### src/rtl/mem_capture.sv
// mem_capture: arms on a pulse, waits for a frame boundary, then writes one
// complete AXI4-Stream frame into a single-port memory from address 0 and
// reports its length and whether it overflowed the memory.
module mem_capture #(
   parameter int C_MEM_SIZE   = 4096,
   parameter int C_DATA_WIDTH = 8
) (
   input  logic                               clk,
   input  logic                               rst,
   input  logic                               arm,
   output logic                               busy,
   output logic                               frame_done,
   output logic [$clog2(C_MEM_SIZE+1)-1:0]    frame_length,
   output logic                               overflow,
   output logic                               mem_clk,
   output logic                               mem_rst,
   output logic                               mem_en,
   output logic                               mem_we,
   output logic [$clog2(C_MEM_SIZE)-1:0]      mem_addr,
   output logic [C_DATA_WIDTH-1:0]            mem_wdata,
   input  logic [C_DATA_WIDTH-1:0]            s_axis_tdata,
   input  logic                               s_axis_tlast,
   input  logic                               s_axis_tvalid,
   output logic                               s_axis_tready
);

   localparam int AW = $clog2(C_MEM_SIZE);
   localparam int CW = $clog2(C_MEM_SIZE+1);
   localparam logic [CW-1:0] MEM_SIZE_C = CW'(C_MEM_SIZE);

   typedef enum logic [1:0] {S_IDLE, S_SYNC, S_CAPTURE} state_t;

   state_t                  state_q, state_d;
   logic                    in_frame_q, in_frame_d;
   logic [CW-1:0]           cnt_q, cnt_d;
   logic                    busy_q, busy_d;
   logic                    done_q, done_d;
   logic [CW-1:0]           len_q, len_d;
   logic                    ovf_q, ovf_d;
   logic                    wr_q, wr_d;
   logic [AW-1:0]           addr_q, addr_d;
   logic [C_DATA_WIDTH-1:0] wdata_q, wdata_d;
   logic                    beat;

   // The source is never stalled except while reset is held.
   assign s_axis_tready = ~rst;
   assign beat          = s_axis_tvalid & s_axis_tready;

   assign mem_clk      = clk;
   assign mem_rst      = rst;
   assign mem_en       = wr_q;
   assign mem_we       = wr_q;
   assign mem_addr     = addr_q;
   assign mem_wdata    = wdata_q;
   assign busy         = busy_q;
   assign frame_done   = done_q;
   assign frame_length = len_q;
   assign overflow     = ovf_q;

   // Frame-boundary tracker, updated by every accepted beat in any state.
   always_comb begin
      in_frame_d = in_frame_q;
      if (beat) in_frame_d = ~s_axis_tlast;
   end

   // State register.
   always_ff @(posedge clk) begin
      if (rst) begin
         state_q    <= S_IDLE;
         in_frame_q <= 1'b0;
      end else begin
         state_q    <= state_d;
         in_frame_q <= in_frame_d;
      end
   end

   // Next state: an arm coinciding with a beat uses the post-beat frame
   // position, so an arm on a tlast beat starts capturing immediately.
   always_comb begin
      state_d = state_q;
      case (state_q)
         S_IDLE:    if (arm) state_d = in_frame_d ? S_SYNC : S_CAPTURE;
         S_SYNC:    if (beat && s_axis_tlast) state_d = S_CAPTURE;
         S_CAPTURE: if (beat && s_axis_tlast) state_d = S_IDLE;
         default:   state_d = S_IDLE;
      endcase
   end

   // Outputs and datapath next values: memory write, counters, status.
   always_comb begin
      cnt_d   = cnt_q;
      busy_d  = busy_q;
      done_d  = 1'b0;
      len_d   = len_q;
      ovf_d   = ovf_q;
      wr_d    = 1'b0;
      addr_d  = addr_q;
      wdata_d = wdata_q;
      case (state_q)
         S_IDLE: begin
            if (arm) begin
               cnt_d  = '0;
               len_d  = '0;
               ovf_d  = 1'b0;
               busy_d = 1'b1;
            end
         end
         S_CAPTURE: begin
            if (beat) begin
               if (cnt_q < MEM_SIZE_C) begin
                  wr_d    = 1'b1;
                  addr_d  = cnt_q[AW-1:0];
                  wdata_d = s_axis_tdata;
                  cnt_d   = cnt_q + 1'b1;
               end else begin
                  ovf_d = 1'b1;
               end
               if (s_axis_tlast) begin
                  done_d = 1'b1;
                  busy_d = 1'b0;
                  len_d  = (cnt_q == MEM_SIZE_C) ? MEM_SIZE_C : cnt_q + 1'b1;
               end
            end
         end
         default: ;
      endcase
   end

   // Datapath and status registers.
   always_ff @(posedge clk) begin
      if (rst) begin
         cnt_q   <= '0;
         busy_q  <= 1'b0;
         done_q  <= 1'b0;
         len_q   <= '0;
         ovf_q   <= 1'b0;
         wr_q    <= 1'b0;
         addr_q  <= '0;
         wdata_q <= '0;
      end else begin
         cnt_q   <= cnt_d;
         busy_q  <= busy_d;
         done_q  <= done_d;
         len_q   <= len_d;
         ovf_q   <= ovf_d;
         wr_q    <= wr_d;
         addr_q  <= addr_d;
         wdata_q <= wdata_d;
      end
   end

endmodule

### config.mk
export PLATFORM = sky130hd
export DESIGN_NAME = mem_capture
export DESIGN_NICKNAME = d
export VERILOG_FILES = /design/src/rtl/mem_capture.sv
export SDC_FILE = /design/constraint.sdc
export NUM_CORES = 1
export LEC_CHECK = 0
export BUFFER_PORTS_ARGS = -buffer_cell sky130_fd_sc_hd__buf_2
export CAP_MARGIN = 20
export CELL_PAD_IN_SITES_DETAIL_PLACEMENT = 1
export CELL_PAD_IN_SITES_GLOBAL_PLACEMENT = 1
export CORE_MARGIN = 8
export CORE_UTILIZATION = 42
export CTS_CLUSTER_SIZE = 20
export DETAILED_ROUTE_END_ITERATION = 10
export GPL_ROUTABILITY_DRIVEN = 0
export HOLD_SLACK_MARGIN = 0.08
export PLACE_DENSITY = 0.95
export SLEW_MARGIN = 10
export SYNTH_ARGS = -nofsm -noshare
export SYNTH_HDL_FRONTEND = slang
export SYNTH_SLANG_ARGS = --single-unit
### constraint.sdc
create_clock -name clk -period 2.75 [get_ports clk]
set_input_delay 0.55 -clock clk [delete_from_list [all_inputs] [get_ports clk]]
set_output_delay 0.55 -clock clk [all_outputs]
set_load 0.02 [all_outputs]
Word-level counts from Yosys, hierarchy flattened
Cells that the tools add are included.

storage, ports and cells
  flip-flop bits (word level) = 53
  input port bits = 13
  output and inout bits = 41

cells by class
  add/sub/neg operators = 1
  order comparisons = 1
  eq/ne operators = 10
  multiplexer cells = 24
  bitwise logic cells = 5
  reductions and logical operators = 9

operator list
  kind                   count
  $mux 13                6
  $pmux 13 s2            2
  $ne 2x2->1 const B     7
  $add 13x1->13 const B  1
  $eq 13x13->1 const B   1
  $lt 13x13->1 const B   1
  $reduce_and 4->1       3
  $mux 1                 9
  $mux 2                 4
  $pmux 2 s3             1
  $reduce_and 3->1       2
  $not 1->1              4
  $pmux 1 s2             2
  $reduce_or 3->1        1
  $eq 2x1->1 const B     1
  $eq 2x2->1 const B     1
  $logic_not 2->1        1
  $reduce_bool 2->1      1
  $and 1x1->1            1
  $logic_and 1x1->1      1

Logic depth before layout (Yosys ltp)
  word-level depth = 6
  depth in mapped cells = 8

==> flow_metrics.env <==
export IMPL_synth_area_um2=2335
export IMPL_cp_slowest_stage_delay_ns=0.15
export IMPL_finalInstanceArea_um2=2710
export IMPL_vias_per_cell=5.485
export IMPL_worst_pin_slew_ns=0.5237
export IMPL_finalNonFillerCells=392
export IMPL_area_sequential_um2=1061
export IMPL_post_cts_resized=0
export IMPL_dr_pass1_iters=6
export IMPL_n_antenna_cell=0
export IMPL_post_route_drc_count=0
export IMPL_worstSetupStartpointType="clock port"
export IMPL_synthArstFlopShare_pct=0
export IMPL_yosys_register_bits=53
export IMPL_fillers=695
export IMPL_setup_tns_ns=0
export IMPL_yosys_top_cells_area="dfxtp_1 45%, nand2_1 8.5%, o21ai_0 5.8%"
export IMPL_dieArea_um2=8201
export IMPL_path_max_fanout=2
export IMPL_grt_max_degree=39
export IMPL_cp_arrival_ns=1.75
export IMPL_num_rows=27
export IMPL_grt_pass1_wl_um=11050
export IMPL_crit_family="buffers and inverters"
export IMPL_drv_cap=0
export IMPL_multi_input_area_um2=1091
export IMPL_wl_um=6425
export IMPL_ios=54
export IMPL_grt_pass1_vias=2296
export IMPL_dp_hpwl_um=4674
export IMPL_nets=334
export IMPL_synthToLayoutAreaGrowth_pct=16.08
export IMPL_critPathRequiredTime_ns=2.20
export IMPL_power_density_nw_per_um2=584.4
export IMPL_irDropWorstVdd_mv=0.3574
export IMPL_cts_hold_buf=0
export IMPL_top_layer_used="met4"
export IMPL_fp_coreArea_um2=5439
export IMPL_wl_met2_um=3014
export IMPL_yosysSeqAreaShare_pct=45.44
export IMPL_cts_tree="yes"
export IMPL_initial_core_util_pct=42.93
export IMPL_crit_chain="clkbuf_8, clkbuf_8, buf_2"
export IMPL_route_met3_wl_um=326
export IMPL_synth_edf_count=0
export IMPL_via_count=2150
export IMPL_setup_worst_path_class="clk -> out"
export IMPL_port_buffers=53
export IMPL_cp_slowest_cell="buf_2"
export IMPL_synthFlopType="dfxtp_1"
export IMPL_syn_area_per_cell_um2=8.429
export IMPL_synth_area_leader_cell="dfxtp_1"
export IMPL_globalRouteOverflowTotal=0
export IMPL_min_path_type="in -> reg"
export IMPL_slew_headroom_pct=65.03
export IMPL_hold_viol_final=0
export IMPL_dpl_cell_count=381
export IMPL_crit_path_frequent_cell="clkbuf_8"
export IMPL_status="finished clean"
export IMPL_placement_cell_area_um2=2567
export IMPL_wire_per_inst_um=16.39
export IMPL_synthesis_nets=292
export IMPL_cp_end_kind="output pin"
export IMPL_critPathBufInv=3
export IMPL_drive_gt1_share_pct=24.06
export IMPL_clk_pin_slew_worst_paths_ns=0.09
export IMPL_postCtsSetupBuffers=0
export IMPL_yosys_warnings=0
export IMPL_clk_latency_ns=0.41
export IMPL_grt_antenna_before_repair=0
export IMPL_grt_setup_unrepaired="no"
export IMPL_ant_nets=0
export IMPL_die_width_um=90.56
export IMPL_total_power_w=0.001584
export IMPL_yosysUniqueCellTypes=48
export IMPL_grt_util_all_layers_pct=16.21
export IMPL_leakage_nw=1.114
export IMPL_slew_viol_final=0
export IMPL_yosysTopAreaCellShare_pct=45.44
export IMPL_setup_viol=0
export IMPL_wl_met1_um=2931
export IMPL_drt_iter0_drc=125
export IMPL_die_h_um=90.56
export IMPL_synthCells=277
export IMPL_clock_skew_ns=0.007724
==> metal layers <==
metal | vias to the layer above | GRT usage (%)
li1 | 1046 | -
met1 | 1028 | 18.43
met2 | 60 | 27.04
met3 | 16 | 4.988
met4 | 0 | 7.490
met5 | - | 0
==> cell type report <==
class                      count  area share, %
clock buffer                  11          5.263
multi-input combinational    191          40.26
sequential                    53          39.15
inverter                       8          1.108
clock inverter                 1         0.1847
tap                           72          3.324
timing repair buffer          56          10.71
==> worst min-delay path, delay by kind of cell <==
kind / cells / cell delay (ns)
buffers and inverters: 1 / 0.07
and+or+nand+nor: 1 / 0.03
AOI/OAI and AO/OA: 1 / 0.06
==> report_power, final <==
group	switching (W)	leakage [nW]	internal, W	total (W)
registers	0.0000157	0.429	0.000785	0.000800
clock network	0.000291	0.0797	0.000330	0.000621
logic	0.000113	0.605	0.0000495	0.000162
==> flip-flops by register name (all words and copies together) (netlist names) <==
signal and cells:
busy 1, cnt_q 13, frame_done 1, frame_length 13, in_frame_q 1, mem_addr 12, mem_en 1, mem_wdata 8
overflow 1, state_q 2
==> cells in the final DEF (no fill, tap or decap), types with 2 or more instances in the layout <==
master	netlist	final
o32ai_1	2	2
buf_4	6	4
dfxtp_1	53	53
xnor2_1	4	4
nand4_1	5	5
nand2_1	53	53
o211ai_1	4	4
ha_1	2	2
and3_1	2	2
o211a_1	5	5
inv_2	2	2
nand3_1	13	13
o21ai_1	2	2
nand3b_1	7	7
a21oi_1	23	23
nor4_1	6	6
nor4b_1	2	2
nor2_1	6	6
o21ai_0	27	27
nand2b_1	3	3
clkbuf_8	0	10
inv_1	6	6
buf_2	10	53
nand4_2	2	2
a21o_1	2	2
mux2i_1	2	2
==> cell families (layout without fill, tap and decap cells) <==
| group | count (synthesis) | count (layout) | share of synthesized area [%] |
|---|---|---|---|
| and+or+nand+nor | 109 | 109 | 24.12 |
| AOI/OAI and AO/OA | 73 | 73 | 18.81 |
| DFF | 53 | 53 | 45.44 |
| buffers and inverters | 33 | 76 | 7.824 |
| xor gates and xnor gates | 5 | 5 | 1.876 |
| adders and majority gates | 2 | 2 | 1.072 |
| muxes | 2 | 2 | 0.8575 |
==> final timing paths <==
kind | startpoint | end | slack (ns) | cells after the start
setup / recovery | clk | mem_clk | 0.45 | 3
hold / removal | s_axis_tdata[1] | mem_wdata[1]$_SDFFE_PP0P_ | 0.33 | 3
setup reg to reg | state_q[1]$_SDFFE_PP0P_ | mem_addr[4]$_SDFFE_PP0P_ | 0.75 | 6
hold reg to reg | mem_addr[7]$_SDFFE_PP0P_ | mem_addr[7]$_SDFFE_PP0P_ | 0.46 | 2
==> cell usage after synthesis (2+ instances only) <==
| cell type | n |
|---|---|
| nand2b_1 | 3 |
| o211a_1 | 5 |
| and3_1 | 2 |
| inv_1 | 6 |
| dfxtp_1 | 53 |
| ha_1 | 2 |
| o21ai_0 | 27 |
| o211ai_1 | 4 |
| buf_6 | 3 |
| nor4_1 | 6 |
| nand3_1 | 13 |
| o21ai_1 | 2 |
| o32ai_1 | 2 |
| nand4_2 | 2 |
| nand4_1 | 5 |
| buf_1 | 2 |
| nor4b_1 | 2 |
| nand3b_1 | 7 |
| clkbuf_1 | 3 |
| inv_2 | 2 |
| mux2i_1 | 2 |
| buf_4 | 6 |
| a21o_1 | 2 |
| nor2_1 | 6 |
| a21oi_1 | 23 |
| buf_2 | 10 |
| nand2_1 | 53 |
| xnor2_1 | 4 |
==> metrics by stage <==
| step | hold WS, ns | setup slack (ns) | util, % |
|---|---|---|---|
| after CTS | 0.3357 | 0.4479 | 49.83 |
| final | 0.3345 | 0.4537 | 49.83 |
| after floorplan | 0.4828 | 0.6910 | - |
| after global placement | 0.4404 | 0.6898 | 47.21 |
| after detailed placement | 0.4480 | 0.5765 | 47.21 |
| after global routing | 0.3314 | 0.4446 | 49.83 |
Note: power is estimated with default switching activity, not from simulation.
